**src/rtl/jtag_tap_pkg.sv**
```systemverilog
// Shared types and helpers for the JTAG TAP controller: TAP state encoding,
// the 1149.1 state transition function and IR_WIDTH-generic opcode helpers.
package jtag_tap_pkg;

    typedef enum logic [3:0] {
        ST_TLR      = 4'h0,
        ST_RTI      = 4'h1,
        ST_SEL_DR   = 4'h2,
        ST_CAP_DR   = 4'h3,
        ST_SH_DR    = 4'h4,
        ST_EX1_DR   = 4'h5,
        ST_PAUSE_DR = 4'h6,
        ST_EX2_DR   = 4'h7,
        ST_UPD_DR   = 4'h8,
        ST_SEL_IR   = 4'h9,
        ST_CAP_IR   = 4'hA,
        ST_SH_IR    = 4'hB,
        ST_EX1_IR   = 4'hC,
        ST_PAUSE_IR = 4'hD,
        ST_EX2_IR   = 4'hE,
        ST_UPD_IR   = 4'hF
    } tap_state_e;

    function automatic tap_state_e next_state(input tap_state_e state, input logic tms);
        tap_state_e nxt;
        nxt = ST_TLR;
        case (state)
            ST_TLR:      nxt = tms ? ST_TLR      : ST_RTI;
            ST_RTI:      nxt = tms ? ST_SEL_DR   : ST_RTI;
            ST_SEL_DR:   nxt = tms ? ST_SEL_IR   : ST_CAP_DR;
            ST_CAP_DR:   nxt = tms ? ST_EX1_DR   : ST_SH_DR;
            ST_SH_DR:    nxt = tms ? ST_EX1_DR   : ST_SH_DR;
            ST_EX1_DR:   nxt = tms ? ST_UPD_DR   : ST_PAUSE_DR;
            ST_PAUSE_DR: nxt = tms ? ST_EX2_DR   : ST_PAUSE_DR;
            ST_EX2_DR:   nxt = tms ? ST_UPD_DR   : ST_SH_DR;
            ST_UPD_DR:   nxt = tms ? ST_SEL_DR   : ST_RTI;
            ST_SEL_IR:   nxt = tms ? ST_TLR      : ST_CAP_IR;
            ST_CAP_IR:   nxt = tms ? ST_EX1_IR   : ST_SH_IR;
            ST_SH_IR:    nxt = tms ? ST_EX1_IR   : ST_SH_IR;
            ST_EX1_IR:   nxt = tms ? ST_UPD_IR   : ST_PAUSE_IR;
            ST_PAUSE_IR: nxt = tms ? ST_EX2_IR   : ST_PAUSE_IR;
            ST_EX2_IR:   nxt = tms ? ST_UPD_IR   : ST_SH_IR;
            ST_UPD_IR:   nxt = tms ? ST_SEL_DR   : ST_RTI;
            default:     nxt = ST_TLR;
        endcase
        return nxt;
    endfunction

    // Opcodes are returned 32 bits wide; callers cast down to IR_WIDTH.
    function automatic logic [31:0] bypass_op(input int width);
        return (width >= 32) ? 32'hFFFF_FFFF : ((32'h1 << width) - 32'h1);
    endfunction

    function automatic logic [31:0] idcode_op(input int width);
        return 32'h1 & bypass_op(width);
    endfunction

    function automatic logic [31:0] user_op(input int idx);
        return 32'(idx + 2);
    endfunction

endpackage

```
**src/rtl/jtag_tap_fsm.sv**
```systemverilog
// 16-state IEEE 1149.1 TAP state machine with registered state and decoded
// capture/shift/update flags for the IR and DR paths.
module jtag_tap_fsm
    import jtag_tap_pkg::*;
(
    input  logic tck,
    input  logic trstn,
    input  logic tms,
    output logic test_logic_reset,
    output logic reset_next,
    output logic capture_dr,
    output logic shift_dr,
    output logic update_dr,
    output logic capture_ir,
    output logic shift_ir,
    output logic update_ir
);
    // state       | meaning
    // ST_TLR      | test logic reset, instruction forced to reset opcode
    // ST_RTI      | run-test/idle
    // ST_SEL_*    | select DR/IR scan branch
    // ST_CAP_*    | parallel load of the selected shift register
    // ST_SH_*     | serial shift, tdo driven
    // ST_EX1/2_*  | exit states around pause
    // ST_PAUSE_*  | hold shift register contents
    // ST_UPD_*    | commit shift register to its parallel output

    tap_state_e state_q;
    tap_state_e state_d;

    always_ff @(posedge tck or negedge trstn) begin
        if (!trstn) state_q <= ST_TLR;
        else        state_q <= state_d;
    end

    always_comb begin
        state_d          = next_state(state_q, tms);
        test_logic_reset = 1'b0;
        capture_dr       = 1'b0;
        shift_dr         = 1'b0;
        update_dr        = 1'b0;
        capture_ir       = 1'b0;
        shift_ir         = 1'b0;
        update_ir        = 1'b0;
        case (state_q)
            ST_TLR:    test_logic_reset = 1'b1;
            ST_CAP_DR: capture_dr       = 1'b1;
            ST_SH_DR:  shift_dr         = 1'b1;
            ST_UPD_DR: update_dr        = 1'b1;
            ST_CAP_IR: capture_ir       = 1'b1;
            ST_SH_IR:  shift_ir         = 1'b1;
            ST_UPD_IR: update_ir        = 1'b1;
            default:   ;
        endcase
        reset_next = (state_d == ST_TLR);
    end

endmodule

```
**src/rtl/jtag_tap.sv**
```systemverilog
// JTAG TAP top: IR and DR datapaths (bypass, optional IDCODE, user registers).
// Define JTAG_TAP_IDCODE_EN to include the IDCODE register and make it the reset instruction.
module jtag_tap
    import jtag_tap_pkg::*;
#(
    parameter int          IR_WIDTH   = 4,
    parameter int          NUM_DR     = 2,
    parameter int          DR_WIDTH   = 32,
    parameter logic [31:0] IDCODE_VAL = 32'h1000_0001
) (
    input  logic                         tck,
    input  logic                         trstn,
    input  logic                         tms,
    input  logic                         tdi,
    output logic                         tdo,
    output logic                         tdo_en,
    output logic [IR_WIDTH-1:0]          ir_out,
    input  logic [NUM_DR*DR_WIDTH-1:0]   dr_capture_data,
    output logic [DR_WIDTH-1:0]          dr_update_data,
    output logic [NUM_DR-1:0]            dr_update_valid,
    output logic                         tap_reset
);
    localparam logic [IR_WIDTH-1:0] OP_BYPASS  = IR_WIDTH'(bypass_op(IR_WIDTH));
    localparam logic [IR_WIDTH-1:0] IR_CAPTURE = IR_WIDTH'(1);
`ifdef JTAG_TAP_IDCODE_EN
    localparam logic [IR_WIDTH-1:0] OP_IDCODE  = IR_WIDTH'(idcode_op(IR_WIDTH));
    localparam logic [IR_WIDTH-1:0] RESET_OP   = OP_IDCODE;
`else
    localparam logic [IR_WIDTH-1:0] RESET_OP   = OP_BYPASS;
`endif

    logic                test_logic_reset;
    logic                reset_next;
    logic                capture_dr;
    logic                shift_dr;
    logic                update_dr;
    logic                capture_ir;
    logic                shift_ir;
    logic                update_ir;

    logic [IR_WIDTH-1:0] ir_shift;
    logic [IR_WIDTH-1:0] ir_reg;
    logic                bypass_reg;
    logic [DR_WIDTH-1:0] user_shift;
    logic [NUM_DR-1:0]   user_sel;
    logic                dr_tdo;

    jtag_tap_fsm u_fsm (
        .tck              (tck),
        .trstn            (trstn),
        .tms              (tms),
        .test_logic_reset (test_logic_reset),
        .reset_next       (reset_next),
        .capture_dr       (capture_dr),
        .shift_dr         (shift_dr),
        .update_dr        (update_dr),
        .capture_ir       (capture_ir),
        .shift_ir         (shift_ir),
        .update_ir        (update_ir)
    );

    assign tap_reset = test_logic_reset;
    assign ir_out    = ir_reg;

    // Unrecognised opcodes leave every select low and fall through to bypass.
    always_comb begin
        user_sel = '0;
        for (int i = 0; i < NUM_DR; i++) begin
            user_sel[i] = (ir_reg == IR_WIDTH'(user_op(i)));
        end
    end

    always_ff @(posedge tck or negedge trstn) begin
        if (!trstn) begin
            ir_shift <= '0;
            ir_reg   <= RESET_OP;
        end else begin
            if (capture_ir)    ir_shift <= IR_CAPTURE;
            else if (shift_ir) ir_shift <= {tdi, ir_shift[IR_WIDTH-1:1]};

            // Reload on the edge that enters test-logic-reset, and hold there.
            if (reset_next)     ir_reg <= RESET_OP;
            else if (update_ir) ir_reg <= ir_shift;
        end
    end

    always_ff @(posedge tck or negedge trstn) begin
        if (!trstn) begin
            bypass_reg <= 1'b0;
            user_shift <= '0;
        end else if (capture_dr) begin
            bypass_reg <= 1'b0;
            for (int i = 0; i < NUM_DR; i++) begin
                if (user_sel[i]) user_shift <= dr_capture_data[i*DR_WIDTH +: DR_WIDTH];
            end
        end else if (shift_dr) begin
            bypass_reg <= tdi;
            user_shift <= {tdi, user_shift[DR_WIDTH-1:1]};
        end
    end

`ifdef JTAG_TAP_IDCODE_EN
    logic        idcode_sel;
    logic [31:0] idcode_shift;

    assign idcode_sel = (ir_reg == OP_IDCODE);

    always_ff @(posedge tck or negedge trstn) begin
        if (!trstn)          idcode_shift <= '0;
        else if (capture_dr) idcode_shift <= IDCODE_VAL;
        else if (shift_dr)   idcode_shift <= {tdi, idcode_shift[31:1]};
    end
`endif

    always_comb begin
        dr_tdo = bypass_reg;
        if (|user_sel) dr_tdo = user_shift[0];
`ifdef JTAG_TAP_IDCODE_EN
        if (idcode_sel) dr_tdo = idcode_shift[0];
`endif
    end

    always_ff @(posedge tck or negedge trstn) begin
        if (!trstn) begin
            dr_update_data  <= '0;
            dr_update_valid <= '0;
        end else begin
            dr_update_valid <= '0;
            if (update_dr && (|user_sel)) begin
                dr_update_data  <= user_shift;
                dr_update_valid <= user_sel;
            end
        end
    end

    always_ff @(negedge tck or negedge trstn) begin
        if (!trstn) begin
            tdo    <= 1'b0;
            tdo_en <= 1'b0;
        end else begin
            tdo_en <= shift_ir | shift_dr;
            if (shift_ir)      tdo <= ir_shift[0];
            else if (shift_dr) tdo <= dr_tdo;
            else               tdo <= 1'b0;
        end
    end

endmodule
```
**config.mk**
```make
export PLATFORM = sky130hd
export DESIGN_NAME = jtag_tap
export DESIGN_NICKNAME = d
export VERILOG_FILES = /design/src/rtl/jtag_tap_pkg.sv /design/src/rtl/jtag_tap_fsm.sv /design/src/rtl/jtag_tap.sv
export SDC_FILE = /design/constraint.sdc
export NUM_CORES = 1
export LEC_CHECK = 0
export ABC_AREA = 1
export ABC_CLOCK_PERIOD_IN_PS = 2100
export CORE_ASPECT_RATIO = 1.4
export CORE_MARGIN = 5
export CORE_UTILIZATION = 35
export CTS_CLUSTER_DIAMETER = 50
export DETAILED_ROUTE_END_ITERATION = 8
export PLACE_DENSITY_LB_ADDON = 0.05
export SYNTH_ARGS = -nofsm -noshare
export SYNTH_HDL_FRONTEND = slang
export SYNTH_HIERARCHICAL = 1
export SYNTH_SLANG_ARGS = --single-unit
```
**constraint.sdc**
```tcl
create_clock -name tck -period 2.1 [get_ports tck]
set_input_delay 0.42 -clock tck [delete_from_list [all_inputs] [get_ports tck]]
set_output_delay 0.42 -clock tck [all_outputs]
set_load 0.02 [all_outputs]
```
==> results_tabular.tex, run 1 <==
\begin{tabular}{lr}
\hline
Metric & Value \\
\hline
\multicolumn{2}{l}{\textbf{Route}} \\
Average vias per placed instance & 4.76 \\
Violation count after the first detailed-route iteration & 142 \\
TritonRoute pass-1 iters & 4 \\
Post-detailed-routing wire length & 12.4 mm \\
Routed via count & 4245 \\
Final routed wire length divided by cell count & 14.0 um \\
Remaining routing DRC violations & 0 \\
ANT nets after route & 0 \\
\multicolumn{2}{l}{\textbf{Floorplanning}} \\
Height of the die & 143 um \\
Area of the core & around 12000 sq um \\
Die boundary width & 105 um \\
Die area & $\sim$15000 sq um \\
Effective utilization at floorplan & 35.7\% \\
FP Rows & between 40 and 50 \\
I/O pins & approximately 110 \\
\multicolumn{2}{l}{\textbf{GRT}} \\
Total gr overflow & 0 \\
Number of global-route vias before repair & between 4000 and 5000 \\
Antenna violations before repair & 0 \\
GR Util All Layers & 16.8\% \\
Largest net degree at the start of global routing & 54 \\
First-pass GRT wire length & around 21 mm \\
\multicolumn{2}{l}{\textbf{Clock tree}} \\
Max clock buf depth & 2 \\
Source-to-sink clock delay at the later pin of the worst-skew pair & 340 ps \\
H-Tree Depth & 3 \\
Clk sink count & 81 \\
Clock tree from TritonCTS & yes \\
Cell at the root of the clock tree & clkbuf\_16 \\
Clock transition at the registers of the reported paths & approximately 60 ps \\
Clock buffer count from CTS & 9 \\
\multicolumn{2}{l}{\textbf{Synthesis}} \\
Post-Synthesis Mean Instance Area & 7.20 sq um \\
Total number of yosys warnings & 6 \\
Number of different library cells in the post-synthesis netlist & 22 \\
Sequential element share of the synthesized area & 46.0\% \\
Synth top area share & between 40\% and 50\% \\
Dominant cell type by area after synthesis & dfrtp\_1 \\
Synthesis-stage register bit count & slightly above 80 \\
Top cells by area, synth & dfrtp\_1 (42\%), inv\_1 (10\%), a21oi\_1 (8.0\%) \\
Number of instances in the synthesized netlist & $\sim$610 \\
Netlist area before placement & between 4000 and 5000 sq um \\
Nets in the synthesized netlist & 682 \\
\multicolumn{2}{l}{\textbf{Place}} \\
Dpl ws & -362 ps \\
Count of placed standard cells including taps & 871 \\
Placed wire-length estimate & 9.01 mm \\
Placer Congestion & 0.839 \\
\# port buffers & approximately 110 \\
\multicolumn{2}{l}{\textbf{Finish}} \\
Combined area of the multi-input logic cells & 1820 sq um \\
Count of antenna diodes in the layout & 0 \\
NumNets Final & about 810 \\
Share of post-route cells with drive strength above 1 & approximately a tenth \\
Most used cells in the layout excluding fill and tap cells & inv\_1 (115), clkdlybuf4s50\_1 (104), nand2\_1 (94) \\
Regs by FF count & dr\_update\_data: 32 flops, user\_shift: 32 flops \\
Sequential cell area in the final layout & 2030 sq um \\
Number of fill cells in the layout & around 1300 \\
Layout overhead on the synthesized area & 40.6\% \\
Leading cell type in the layout, fill and taps excluded & inv\_1 \\
Final instance count without filler cells & 892 \\
\multicolumn{2}{l}{\textbf{STA}} \\
Setup TNS & -520 ps \\
Count of pins over their slew limit & 0 \\
Worst rel slew slack & 55.0\% \\
RSZ-0062 raised after global routing & true \\
Layout Skew & 11.6 ps \\
Tightest Pin Transition & 676 ps \\
Final hold violations & 0 \\
Setup slack of the critical path after layout & -237 ps \\
Number of setup violations in the final report & 3 \\
\multicolumn{2}{l}{\textbf{Worst setup path}} \\
Worst Setup End Kind & output pin \\
Max Fanout on Critical Path & 1 \\
Category of the most critical setup path & register to output pin \\
Worst path bufs/invs & 1 \\
Worst Setup Start Kind & register \\
Worst path slowest cell & dfrtn\_1 \\
Worst path max stage delay & 410 ps \\
Critical path's top delay family & flip-flops \\
Cells along the critical path & buf\_6 \\
Data required time at the worst endpoint & around 1700 ps \\
Arrival time at the worst endpoint & approximately 1900 ps \\
\multicolumn{2}{l}{\textbf{Run status}} \\
Violated checks & negative setup slack \\
Result of the run & complete, but fails checks \\
\multicolumn{2}{l}{\textbf{Power and ir drop}} \\
Post-route total power & about 6.3 mW \\
VDD IR max & 523 uV \\
Static Leak & 3.12 nW \\
Power density over the cells & roughly 1000 nW/um\^{}2 \\
\multicolumn{2}{l}{\textbf{Flow run}} \\
Maximum Capacitance Violations & 0 \\
\multicolumn{2}{l}{\textbf{Hold path}} \\
Class of the tightest hold or removal check & register to register \\
\hline
\end{tabular}
-- worst paths after layout --
| check | from | endpoint | slack (ps) | cells past startpoint |
|---|---|---|---|---|
| min | dr_update_data[9]$_DFFE_PN0P_ | dr_update_data[9]$_DFFE_PN0P_ | 490 | 1 |
| max reg2reg | u_fsm/state_q[2]$_DFF_PN0_ | tdo$_DFF_NN0_ | -50 | 5 |
| min in group asynchronous | trstn | user_shift[5]$_DFFE_PN0P_ | 540 | 2 |
| max in group asynchronous | trstn | tdo$_DFF_NN0_ | 400 | 2 |
| min reg2reg | dr_update_data[9]$_DFFE_PN0P_ | dr_update_data[9]$_DFFE_PN0P_ | 490 | 1 |
| max | tdo$_DFF_NN0_ | tdo | -240 | 1 |
-- power breakdown --
group | internal [mW] | leakage (nW) | switching (mW)
Combinational | 0.958 | 1.97 | 1.40
Clock | 1.19 | 0.166 | 0.629
Sequential | 1.92 | 0.976 | 0.207
-- per-layer routing --
| metal | global-route usage (%) | part of all wire (%) | up-vias |
|---|---|---|---|
| met3 | 3.30 | 4.1 | 14 |
| met4 | 5.86 | 1.6 | 0 |
| met1 | 20.0 | 42 | 1980 |
| met5 | 0 | 0 | - |
| met2 | 30.1 | 52 | 98 |
| li1 | - | - | 2153 |
-- cells by family after synthesis --
family	Yosys count	share of synthesized area (%)
compound gates	115	14.8
buf+inv	153	13.7
flops	81	46.0
simple gates	265	25.5
-- per-stage QoR --
| stage | utilization, % | hold slack, ps | cell area [sq um] |
|---|---|---|---|
| floorplan | - | 124 | 4440 |
| global placement | 46.9 | 300 | 5810 |
| detailed placement | 46.9 | 308 | 5810 |
| CTS | 50.1 | 493 | 6190 |
| global route | 50.2 | 504 | 6210 |
| finish | 50.2 | 487 | 6210 |
-- cells in the mapped netlist --
cell,count
or2_1,1
nand2_1,94
inv_1,119
or2_2,1
nor3_1,4
buf_4,3
o21a_1,31
clkinv_1,1
dfrtp_1,75
o21ai_0,12
dfstp_2,4
nand3_1,68
nand3_2,2
buf_1,4
nor2_4,2
buf_2,16
nor2_1,89
a21oi_1,71
dfrtn_1,2
o22ai_1,1
clkbuf_1,10
nand2_2,4
-- layout make-up --
cell class	instances	area share, %
flip-flops and latches	81	32.7
clock inverters	5	1.65
multi-input cells	380	29.4
clock buffers	11	3.91
inverters	120	7.25
well taps	150	3.02
repair buffers	145	22.1
-- repair_timing --
| action | CTS | global route |
|---|---|---|
| resized for setup | 17 | 2 |
| setup buffers | 2 | 2 |
| hold buffers | 1 | 0 |
| endpoints found under the setup margin | 5 | 5 |
| pin swaps | 1 | 1 |
| hold endpoints to repair | 11 | 0 |
Note: power is estimated with default switching activity, not from simulation.
==> inputs of run 2 (changes only) <==
CORE_UTILIZATION = 45   (was 35)
CTS_BUF_LIST = sky130_fd_sc_hd__clkbuf_8   (was unset)
==> run 2 against run 1 <==
Largest cell class unchanged. Register-to-register slack got worse by 20 ps. The run still ends with negative setup slack left. Cell count fell by 2.4%. Critical path depth stayed put. Die area shrank 20%.
==> results_tabular.tex, run 2 (synthesis results as in run 1) <==
\begin{tabular}{lr}
\hline
Metric & Value \\
\hline
\multicolumn{2}{l}{\textbf{Run status}} \\
Result of the run & complete, but fails checks \\
Violated checks & negative setup slack \\
\multicolumn{2}{l}{\textbf{Floorplanning}} \\
Effective utilization at floorplan & 46.5\% \\
Die boundary width & around 94 um \\
I/O pins & 109 \\
Area of the core & 9510 sq um \\
Die area & between 10000 and 15000 sq um \\
Height of the die & 127 um \\
FP Rows & 42 \\
\multicolumn{2}{l}{\textbf{STA}} \\
Number of setup violations in the final report & 3 \\
Count of pins over their slew limit & 0 \\
RSZ-0062 raised after global routing & true \\
Setup TNS & -531 ps \\
Tightest Pin Transition & 472 ps \\
Setup slack of the critical path after layout & -238 ps \\
Layout Skew & 17.2 ps \\
Worst rel slew slack & 68.5\% \\
Final hold violations & 0 \\
\multicolumn{2}{l}{\textbf{Route}} \\
Routed via count & 4224 \\
Violation count after the first detailed-route iteration & 203 \\
ANT nets after route & 0 \\
TritonRoute pass-1 iters & 4 \\
Post-detailed-routing wire length & 11.7 mm \\
Average vias per placed instance & between 4 and 5 \\
Remaining routing DRC violations & 0 \\
Final routed wire length divided by cell count & 13.5 um \\
\multicolumn{2}{l}{\textbf{Power and ir drop}} \\
Net switching component of the power & $\sim$2.2 mW \\
Portion of total power attributed to sequential cells & 35.3\% \\
Post-route total power & about 6.0 mW \\
Internal & 3.85 mW \\
Switching power share of the total & 35.9\% \\
Part of the power in combinational logic & around two fifths \\
Part of the power in the clock network & 25.2\% \\
VDD IR max & 623 uV \\
Static Leak & 3.08 nW \\
Power density over the cells & 983 nW/um\^{}2 \\
\multicolumn{2}{l}{\textbf{GRT}} \\
Largest net degree at the start of global routing & 40 \\
Number of global-route vias before repair & $\sim$4200 \\
GR Util All Layers & about a fifth \\
Total gr overflow & 0 \\
First-pass GRT wire length & 19.3 mm \\
Antenna violations before repair & 0 \\
\multicolumn{2}{l}{\textbf{Finish}} \\
NumNets Final & 802 \\
Share of the core filled with cells & 64.2\% \\
Count of antenna diodes in the layout & 0 \\
Final instance count without filler cells & between 800 and 900 \\
Leading cell type in the layout, fill and taps excluded & inv\_1 \\
Regs by FF count & dr\_update\_data: 32 flops, user\_shift: 32 flops \\
Most used cells in the layout excluding fill and tap cells & inv\_1 (113), clkdlybuf4s50\_1 (103), nand2\_1 (94) \\
Layout overhead on the synthesized area & 38.3\% \\
Share of post-route cells with drive strength above 1 & 10.4\% \\
Number of fill cells in the layout & around 860 \\
Final instance area & 6110 sq um \\
\multicolumn{2}{l}{\textbf{Hold path}} \\
Startpoint of the most critical hold path & dr\_update\_data[25]\$\_DFFE\_PN0P\_ \\
Worst Hold Depth & 1 \\
Class of the tightest hold or removal check & register to register \\
WHS Endpoint & dr\_update\_data[25]\$\_DFFE\_PN0P\_ \\
\multicolumn{2}{l}{\textbf{Worst setup path}} \\
Launch point of the worst reg-to-reg path & u\_fsm/state\_q[2]\$\_DFF\_PN0\_ \\
Max Fanout on Critical Path & 1 \\
Worst Setup Start Kind & register \\
R2R setup slack & -70 ps \\
Worst path max stage delay & between 400 and 500 ps \\
Launching element of the worst setup path & tdo\_en\$\_DFF\_NN0\_ \\
Data required time at the worst endpoint & 1680 ps \\
Worst Setup End Kind & output pin \\
Cells along the critical path & buf\_6 \\
R2R depth & 6 \\
Category of the most critical setup path & register to output pin \\
Arrival time at the worst endpoint & 1920 ps \\
Worst path bufs/invs & 1 \\
Worst path slowest cell & dfrtn\_1 \\
R2r endpoint & tdo\$\_DFF\_NN0\_ \\
Critical path's top delay family & flip-flops \\
\multicolumn{2}{l}{\textbf{Flow run}} \\
Maximum Capacitance Violations & 0 \\
\multicolumn{2}{l}{\textbf{Clock tree}} \\
Clock tree from TritonCTS & yes \\
Max clock buf depth & 2 \\
Clock transition at the registers of the reported paths & 80 ps \\
Clock buffer count from CTS & 9 \\
Clk sink count & 81 \\
Cell at the root of the clock tree & clkbuf\_8 \\
H-Tree Depth & 3 \\
Source-to-sink clock delay at the later pin of the worst-skew pair & 340 ps \\
\multicolumn{2}{l}{\textbf{Place}} \\
\# port buffers & approximately 110 \\
Placer Congestion & between 0.8 and 0.9 \\
Placement-stage cell area & 5760 sq um \\
Count of placed standard cells including taps & 850 \\
Placed wire-length estimate & 8.54 mm \\
\hline
\end{tabular}
==> run 2: how the worst max path moves through the flow <==
stage	endpoint	slack, ps	cells after the start
final	tdo_en	-240	1
after global routing	tdo_en	-290	1
after CTS	tdo_en	-260	1
after detailed placement	tdo	-350	1
after global placement	tdo_en	-340	1
after floorplan	tdo$_DFF_NN0_	-60	7
==> run 2: metal layers <==
metal / vias to the layer above / part of all wire (%) / track usage [%]
met3: 18 / 4.1 / 4.18
met5: - / 0 / 0
li1: 2138 / - / -
met2: 106 / 53 / 36.1
met4: 0 / 1.7 / 6.80
met1: 1962 / 42 / 23.7
==> run 2: timing repair <==
item                                    4_1_cts  5_1_grt
endpoints found under the setup margin        5        9
gates cloned                                  0        0
hold endpoints to repair                     10        0
buffers inserted                              1        3
hold buffers                                  1        0
pin swaps                                     2        3
resized for setup                            17        5
==> run 2: layout make-up <==
| type | instances | area (sq um) | area share, % |
|---|---|---|---|
| flip-flops and latches | 81 | 2030 | 33.3 |
| multi-input cells | 380 | 1830 | 29.9 |
| repair buffers | 142 | 1360 | 22.2 |
| inverters | 120 | 450 | 7.37 |
| well taps | 132 | 165 | 2.70 |
| clock buffers | 11 | 151 | 2.48 |
| clock inverters | 5 | 125 | 2.05 |
==> run 2: through the flow <==
stage	hold WS (ps)	setup WS, ps
2_1_floorplan	124	-62.4
3_3_place_gp	283	-340
3_5_place_dp	282	-351
4_1_cts	497	-260
5_1_grt	509	-288
6_report	491	-238
==> run 2: power groups by stage <==
stage | registers (mW) | clock network (mW) | logic, mW
2_1_floorplan | 2.18 | 0 | 1.39
3_3_place_gp | 2.13 | 0 | 2.25
3_5_place_dp | 2.14 | 0 | 2.30
4_1_cts | 2.12 | 1.55 | 2.34
5_1_grt | 2.16 | 1.63 | 2.67
6_report | 2.12 | 1.52 | 2.37
